`config.mk`:
```
export PLATFORM = sky130hd
export DESIGN_NAME = digit_scan_driver
export DESIGN_NICKNAME = d
export VERILOG_FILES = /design/src/rtl/digit_scan_driver.sv
export SDC_FILE = /design/constraint.sdc
export NUM_CORES = 1
export LEC_CHECK = 0
export ABC_AREA = 1
export CELL_PAD_IN_SITES_DETAIL_PLACEMENT = 1
export CELL_PAD_IN_SITES_GLOBAL_PLACEMENT = 2
export CORE_ASPECT_RATIO = 0.5
export CORE_MARGIN = 4
export CORE_UTILIZATION = 28
export CTS_CLUSTER_SIZE = 20
export DETAILED_ROUTE_END_ITERATION = 16
export PLACE_DENSITY_LB_ADDON = 0.1
export SYNTH_ARGS = -nofsm -noshare
export SYNTH_HDL_FRONTEND = slang
export SYNTH_SLANG_ARGS = --single-unit
```
`constraint.sdc`:
```
create_clock -name clk -period 2.3 [get_ports clk]
set_clock_uncertainty 0.2 [all_clocks]
set_input_delay 0.345 -clock clk [delete_from_list [all_inputs] [get_ports clk]]
set_output_delay 0.345 -clock clk [all_outputs]
set_load 0.05 [all_outputs]
```
`src/rtl/digit_scan_driver.sv`:
```
// ----------------------------------------------------------------------------
// digit_scan_driver
//   Scans a multiplexed 7-segment display with up to 8 digits, one digit at a
//   time. The driver sends the digit index to an external 8:1 value mux on
//   sel. It decodes the 6-bit code that comes back into active-low segments.
//   It then lights exactly one active-low anode, or none.
//
//   Every digit slot lasts DIV = CLK_HZ/REFRESH_HZ clocks and runs through
//   three phases:
//     BLANK : 1 clock. All anodes are off while the mux settles on the new sel.
//     LOAD  : 1 clock. digit_in is valid. seg, dp and an are registered at
//             the closing edge of this clock.
//     SHOW  : The registered outputs hold until the next prescaler step.
//
// Ports
//   clk         in   1  system clock, rising edge
//   reset       in   1  synchronous, active-high
//   en          in   1  scan enable; low = display dark, scan frozen
//   digit_in    in   6  mux code for the current sel
//   blank_mask  in   8  bit i=1 keeps digit i dark
//   dp_mask     in   8  bit i=1 lights the decimal point of digit i
//   sel         out  3  digit index to the mux
//   an          out  8  anodes, active-low, one-hot-low or all high
//   seg         out  7  {g,f,e,d,c,b,a}, active-low
//   dp          out  1  decimal point, active-low
//   frame_tick  out  1  one-clock pulse after sel wraps NUM_DIGITS-1 -> 0
// ----------------------------------------------------------------------------
module digit_scan_driver #(
    parameter int unsigned CLK_HZ     = 100_000_000,
    parameter int unsigned REFRESH_HZ = 1_000,
    parameter int unsigned NUM_DIGITS = 8
) (
    input  logic       clk,
    input  logic       reset,
    input  logic       en,
    input  logic [5:0] digit_in,
    input  logic [7:0] blank_mask,
    input  logic [7:0] dp_mask,
    output logic [2:0] sel,
    output logic [7:0] an,
    output logic [6:0] seg,
    output logic       dp,
    output logic       frame_tick
);

    localparam int unsigned DIV   = CLK_HZ / REFRESH_HZ;
    localparam int unsigned CNT_W = (DIV > 1) ? $clog2(DIV) : 1;

    localparam logic [CNT_W-1:0] LAST_CNT = CNT_W'(DIV - 1);
    localparam logic [2:0]       LAST_SEL = 3'(NUM_DIGITS - 1);

    localparam logic [6:0] SEG_BLANK = 7'b1111111;
    localparam logic [6:0] SEG_DASH  = 7'b0111111;

    typedef enum logic [1:0] {
        ST_BLANK = 2'd0,
        ST_LOAD  = 2'd1,
        ST_SHOW  = 2'd2
    } state_e;

    state_e            state_q;
    logic [CNT_W-1:0]  cnt_q, cnt_d;
    logic              step;
    logic [2:0]        sel_q;
    logic [7:0]        an_q;
    logic [6:0]        seg_q;
    logic              dp_q;
    logic              frame_tick_q;

    // Map a 6-bit mux code to active-low segments {g,f,e,d,c,b,a}.
    function automatic logic [6:0] decode(input logic [5:0] code);
        logic [6:0] s;
        case (code)
            6'd0:    s = 7'b1000000;
            6'd1:    s = 7'b1111001;
            6'd2:    s = 7'b0100100;
            6'd3:    s = 7'b0110000;
            6'd4:    s = 7'b0011001;
            6'd5:    s = 7'b0010010;
            6'd6:    s = 7'b0000010;
            6'd7:    s = 7'b1111000;
            6'd8:    s = 7'b0000000;
            6'd9:    s = 7'b0010000;
            6'd10:   s = 7'b0001000;  // A
            6'd11:   s = 7'b0000011;  // b
            6'd12:   s = 7'b1000110;  // C
            6'd13:   s = 7'b0100001;  // d
            6'd14:   s = 7'b0000110;  // E
            6'd15:   s = 7'b0001110;  // F
            6'h3F:   s = SEG_BLANK;
            default: s = SEG_DASH;
        endcase
        return s;
    endfunction

    // Dwell prescaler. The counter clears while the scan is disabled, so the
    // slot that resumes when en returns gets a full DIV-clock dwell.
    always_comb begin
        cnt_d = cnt_q;
        step  = 1'b0;
        if (!en) begin
            cnt_d = '0;
        end else if (cnt_q == LAST_CNT) begin
            cnt_d = '0;
            step  = 1'b1;
        end else begin
            cnt_d = cnt_q + 1'b1;
        end
    end

    always_ff @(posedge clk) begin
        if (reset) begin
            cnt_q <= '0;
        end else begin
            cnt_q <= cnt_d;
        end
    end

    // Slot sequencer. All outputs are registered here.
    always_ff @(posedge clk) begin
        if (reset) begin
            state_q      <= ST_BLANK;
            sel_q        <= '0;
            an_q         <= '1;
            seg_q        <= SEG_BLANK;
            dp_q         <= 1'b1;
            frame_tick_q <= 1'b0;
        end else begin
            frame_tick_q <= 1'b0;
            if (!en) begin
                // Go dark immediately. sel is kept so that the scan resumes
                // on the same digit.
                an_q    <= '1;
                dp_q    <= 1'b1;
                state_q <= ST_BLANK;
            end else begin
                case (state_q)
                    ST_BLANK: begin
                        state_q <= ST_LOAD;
                    end
                    ST_LOAD: begin
                        seg_q   <= decode(digit_in);
                        dp_q    <= ~dp_mask[sel_q];
                        an_q    <= blank_mask[sel_q] ? 8'hFF : ~(8'b1 << sel_q);
                        state_q <= ST_SHOW;
                    end
                    ST_SHOW: begin
                        if (step) begin
                            sel_q        <= (sel_q == LAST_SEL) ? 3'd0 : sel_q + 3'd1;
                            an_q         <= '1;
                            frame_tick_q <= (sel_q == LAST_SEL);
                            state_q      <= ST_BLANK;
                        end
                    end
                    default: begin
                        state_q <= ST_BLANK;
                    end
                endcase
            end
        end
    end

    assign sel        = sel_q;
    assign an         = an_q;
    assign seg        = seg_q;
    assign dp         = dp_q;
    assign frame_tick = frame_tick_q;

endmodule
```
-- Word level (Yosys, flattened, before mapping)
Memory sizes are Yosys's and may differ from the RTL's. A register that Yosys moved wholly into a read port is not among the register bits.
Cells that the tools add are included.
- bits in registers: 32
- bits in read-only memories: 448
- input port bits: 25
- output and inout bits: 20
- logic and storage cells: 41
- memories: 1
- $add $sub $neg: 2
- order comparisons: 1
- equality and inequality tests: 5
- shifts and indexed selects: 1
- muxes and demuxes: 12
- bitwise logic cells: 5
- reduce and logical (&&, ||, !) cells: 8
- memory list (memory ; depth ; width ; rd ports ; clocked after memory_dff ; wr ports ; line ; RTL):
    (name not given) ; 64 ; 7 ; 1 ; 1 ; 0 ; 73 ; case (code)
- operators with widths (cell ; count):
    $add 17x1->17 const B ; 1
    $eq 17x17->1 const B ; 1
    $mux 8 ; 2
    $pmux 8 s2 ; 1
    $not 8->8 ; 1
    $shl 1x3->8 const A ; 1
    $bmux 1 s3 ; 2
    $pmux 2 s3 ; 1
    $lt 3x4->1 const B ; 1
    $mux 1 ; 4
    $not 1->1 ; 4
    $reduce_and 2->1 ; 2
    $reduce_or 4->1 ; 1
    $add 3x1->3 const B ; 1
    $eq 3x3->1 const B ; 1
    $mux 3 ; 1
    $reduce_and 3->1 ; 1
    $reduce_or 3->1 ; 1
    $eq 2x1->1 const B ; 1
    $eq 2x2->1 const B ; 1
    $logic_not 2->1 ; 1
    $mux 2 ; 1
    $ne 2x2->1 const B ; 1
    $reduce_bool 2->1 ; 1
    $reduce_or 2->1 ; 1

-- Depth between registers and ports, before layout
- word-level depth: 5
- mapped depth: 11
- mapped depth without buffers: 9

-- Least setup slack after synthesis
No wires, ideal clock.
- kind: register -> register
- start: register sel_q[0], in the netlist sel[0]
- end: register an_q[3], in the netlist an[3]
- setup time: 0.128 ns
- data arrival time: 1.643 ns
- path slack: 0.329 ns
- stages on the path, launching flop included: 12
- buffers on the path: 2
- period minus slack after synthesis: 1.971 ns
- path through: dfxtp_1 > buf_2 > inv_1 > buf_4 > nand2_1 > nand3_1 > nand2_1 > nand2_1 > nand2_1 > nand3_1 > nand2_1 > nand3_1
- cells in the longest elaborated chain, start to end: 4
- elaborated cells between the ends (all ways): 6
- those cells by class: shift (1); mux (4); bitwise (1)
- ends and longest elaborated chain (item ; line ; RTL):
    start, declared ; 64 ; logic [2:0] sel_q;
    start signal, assigned ; 149 ; sel_q <= (sel_q == LAST_SEL) ? 3'd0 : sel_q + 3'd1;
    $bmux 1 s3 / $shl 1x3->8 (equally long branches) ; 144 ; an_q <= blank_mask[sel_q] ? 8'hFF : ~(8'b1 << sel_q);
    $mux 1 (implied by the code) / $not 8->8 (equally long branches) ; 144 ;
    $mux 8 (*) ; 144 ;
    $pmux 8 s2 (*) ; 137 ; case (state_q)
    end signal, assigned ; 144 ;
    end, declared ; 65 ; logic [7:0] an_q;
Mark *: on every way between the ends. The rest lies on a longest branch, timed or not. The select of a mux whose other input is x is not followed.
A chain may end at the register's enable or synchronous reset.

-- Worst setup path in the final report
- start: register sel_q[0], in the netlist sel[0]
- end: output port sel[0]
- RTL lines (item ; line ; RTL):
    end, declared ; 39 ; output logic [2:0] sel,
No word-level cell between the ends.

==> flow_summary.yaml <==
final_layout:
  multi_input_area_sq_um: 1210
  area_growth_pct: 31.3
  final_common_cell: "nand2_1"
  fillCellCount: 946
  final_cell_mix: "nand2_1, nand3_1, clkdlybuf4s50_1, dfxtp_1, nor2_1"
  layout-drive-gt1-share_pct: 8.66
  nets: 397
  stdcell_area_sq_um: 2860
  final_cells: 454
  diodes: 0
  seq_area_sq_um: 781
clock_network:
  htreeDepth: 2
  cts_resized: 0
  ctsHoldBuffers: 0
  ctsLongestPathBuffers: 2
  clkLatencyLatePin_ns: 0.28
  cts_root_buf: "clkbuf_16"
  post-cts-setup-buffers: 0
  cts_tree: "done"
  clk_pin_slew_ns: 0.05
  cts_made_buffers: 5
  numClockSinks: 39
timing:
  setup_viol: 0
  worst_slew_pin_slew_ns: 0.551
  min_period_over_period_pct: 86.5
  maxSlewViolCount: 0
  maxSlewHeadroom_pct: 63.3
  rsz0062_at_grt: "false"
  max_freq_ghz: 0.503
  min_period_ns: 1.99
  fin_setup_tns_ns: 0
  final-hold-violation-count: 0
setup_path:
  crit_start: "sel[0]"
  reg2reg_depth: 9
  reg2reg_to: "an[6]"
  r2r_slack_ns: 0.37
  r2r_start: "cnt_q[0]"
  cp.depth: 1
  path_cells: "clkdlybuf4s50_1"
  critPathMaxStageDelay_ns: 0.83
  critPathTopFamily: "buffers and inverters"
  cp-end-kind: "output pin"
  crit_type: "flip-flop to output pin"
  crit_fanout: 2
  crit_end: "sel[0]"
  cp-start-kind: "flip-flop"
  slowest_stage: "clkdlybuf4s50_1"
  arrival_ns: 1.44
  critical_path_required_ns: 1.75
  path_buf_inv: 1
synth:
  synth_nets: 349
  syn_area_sq_um: 2180
  synth_seq_cells: 39
  synthCells: 311
  synth-seq-area-share_pct: 35.9
  yosys_warnings: 0
  synth_cell_type_count: 33
  avgSynthCellArea_sq_um: 7.00
drt:
  vias: 2137
  wl_met1_microns: 3190
  wl_per_cell_microns: 13.6
  first_pass_iters: 4
  wirelength_microns: 6180
  wl_met2_microns: 2640
  viasPerCell: 4.71
  topRoutingLayerUsed: "met4"
  first_iter_violations: 67
  ant_nets: 0
  drc: 0
  wl_met3_microns: 295
worst_hold_path:
  holdCritPathClass: "flip-flop to flip-flop"
die:
  rows: 22
  core_sq_um: 7430
  pin_count: 45
  die-area_sq_um: 9340
  start_util_pct: 29.3
  die_h_microns: 70.4
  fp.dieW_microns: 133
run_status:
  status: "finished clean"
placed_design:
  hpwl_microns: 4850
  dp.cells: 448
  place.gp.congestion: 0.780
  io_buffer_count: 44
  placed_area_sq_um: 2730
flow_run:
  maxCapViolations: 0
grt:
  grt_start_max_net_pins: 16
  grt_pass1_wl_microns: 10600
  grt_overflow_total: 0
  grt_util_all_layers_pct: 13.8
  antenna_found_initial: 0
  grt_pass1_vias: 2205
power_and_ir_drop:
  p_leak_nw: 1.18
  power_density_nw_per_um2: 542
  ir_worst_vdd_mv: 0.274
-- worst min path at each step --
stage | to | startpoint | cells after the start
finish | state_q[0] | state_q[0] | 1
global route | state_q[0] | state_q[0] | 1
CTS | state_q[0] | state_q[0] | 1
detailed placement | state_q[0] | state_q[0] | 1
global placement | state_q[0] | state_q[0] | 1
floorplan | state_q[0] | state_q[0] | 1
-- cells by family after synthesis --
family / Yosys count / share of synthesized area [%]
adder cells (fa/ha/maj): 13 / 7.47
flip-flops: 39 / 35.9
buffers and inverters: 45 / 8.62
XOR/XNOR: 6 / 2.41
AND/OR/NAND/NOR: 176 / 37.5
AO/OA/AOI/OAI: 32 / 8.16
-- cell type report --
| type | count | share of cell area [%] |
|---|---|---|
| Timing Repair Buffer | 49 | 16.7 |
| Clock buffer | 5 | 4.38 |
| Inverter | 37 | 4.86 |
| Sequential cell | 39 | 27.3 |
| Tap cell | 96 | 4.20 |
| Multi-Input combinational cell | 227 | 42.3 |
| Clock inverter | 1 | 0.263 |
-- flip-flops by register name, indices dropped and copies added, names as in the netlist --
signal and flops:
an 8, cnt_q 17, dp 1, frame_tick 1
seg 7, sel 3, state_q 2
-- where the power goes --
| part | internal, mW | total (mW) | switching, mW |
|---|---|---|---|
| combinational | 0.0850 | 0.204 | 0.119 |
| sequential | 0.689 | 0.697 | 0.00751 |
| clock | 0.389 | 0.648 | 0.259 |
| total | 1.16 | 1.55 | 0.386 |
-- stage by stage --
step	hold slack, ns	setup WS, ns	util, %	total power, mW
6_report	0.220	0.310	38.5	1.55
2_1_floorplan	0.201	0.329	-	0.825
4_1_cts	0.225	0.289	38.5	1.58
5_1_grt	0.238	0.197	38.5	1.62
3_5_place_dp	0.218	0.0958	36.7	0.917
3_3_place_gp	0.207	0.195	36.7	0.914
-- layer usage --
metal  up-vias  global-route usage (%)
met2        44                    22.3
met1       980                    18.2
met4         0                    2.76
met3         5                    4.32
li1       1108                       -
met5         -                       0
-- Yosys cell counts --
cell | number | area, sq um
o21ai_0 | 9 | 45.0
dfxtp_1 | 39 | 781
inv_1 | 29 | 109
o21ai_2 | 1 | 8.76
buf_2 | 3 | 15.0
inv_2 | 6 | 22.5
nor2_4 | 1 | 11.3
nand2_2 | 2 | 12.5
and2_1 | 1 | 6.26
clkinv_1 | 2 | 7.51
nand3_1 | 50 | 250
clkbuf_1 | 2 | 7.51
nand4_1 | 3 | 18.8
nor3b_1 | 1 | 7.51
xor2_1 | 5 | 43.8
xnor2_1 | 1 | 8.76
nand4_4 | 1 | 21.3
nor3_1 | 10 | 50.1
nor2_2 | 6 | 37.5
and3_1 | 1 | 6.26
nor3_2 | 1 | 10.0
buf_4 | 2 | 15.0
o211ai_1 | 2 | 15.0
a31oi_1 | 3 | 18.8
nand3_2 | 2 | 20.0
a21oi_1 | 13 | 65.1
nor2_1 | 30 | 113
a211oi_1 | 1 | 7.51
nand2_1 | 67 | 251
buf_6 | 1 | 11.3
ha_1 | 13 | 163
o21ai_1 | 2 | 10.0
o31ai_1 | 1 | 7.51
(Power assumes the default switching activity.)
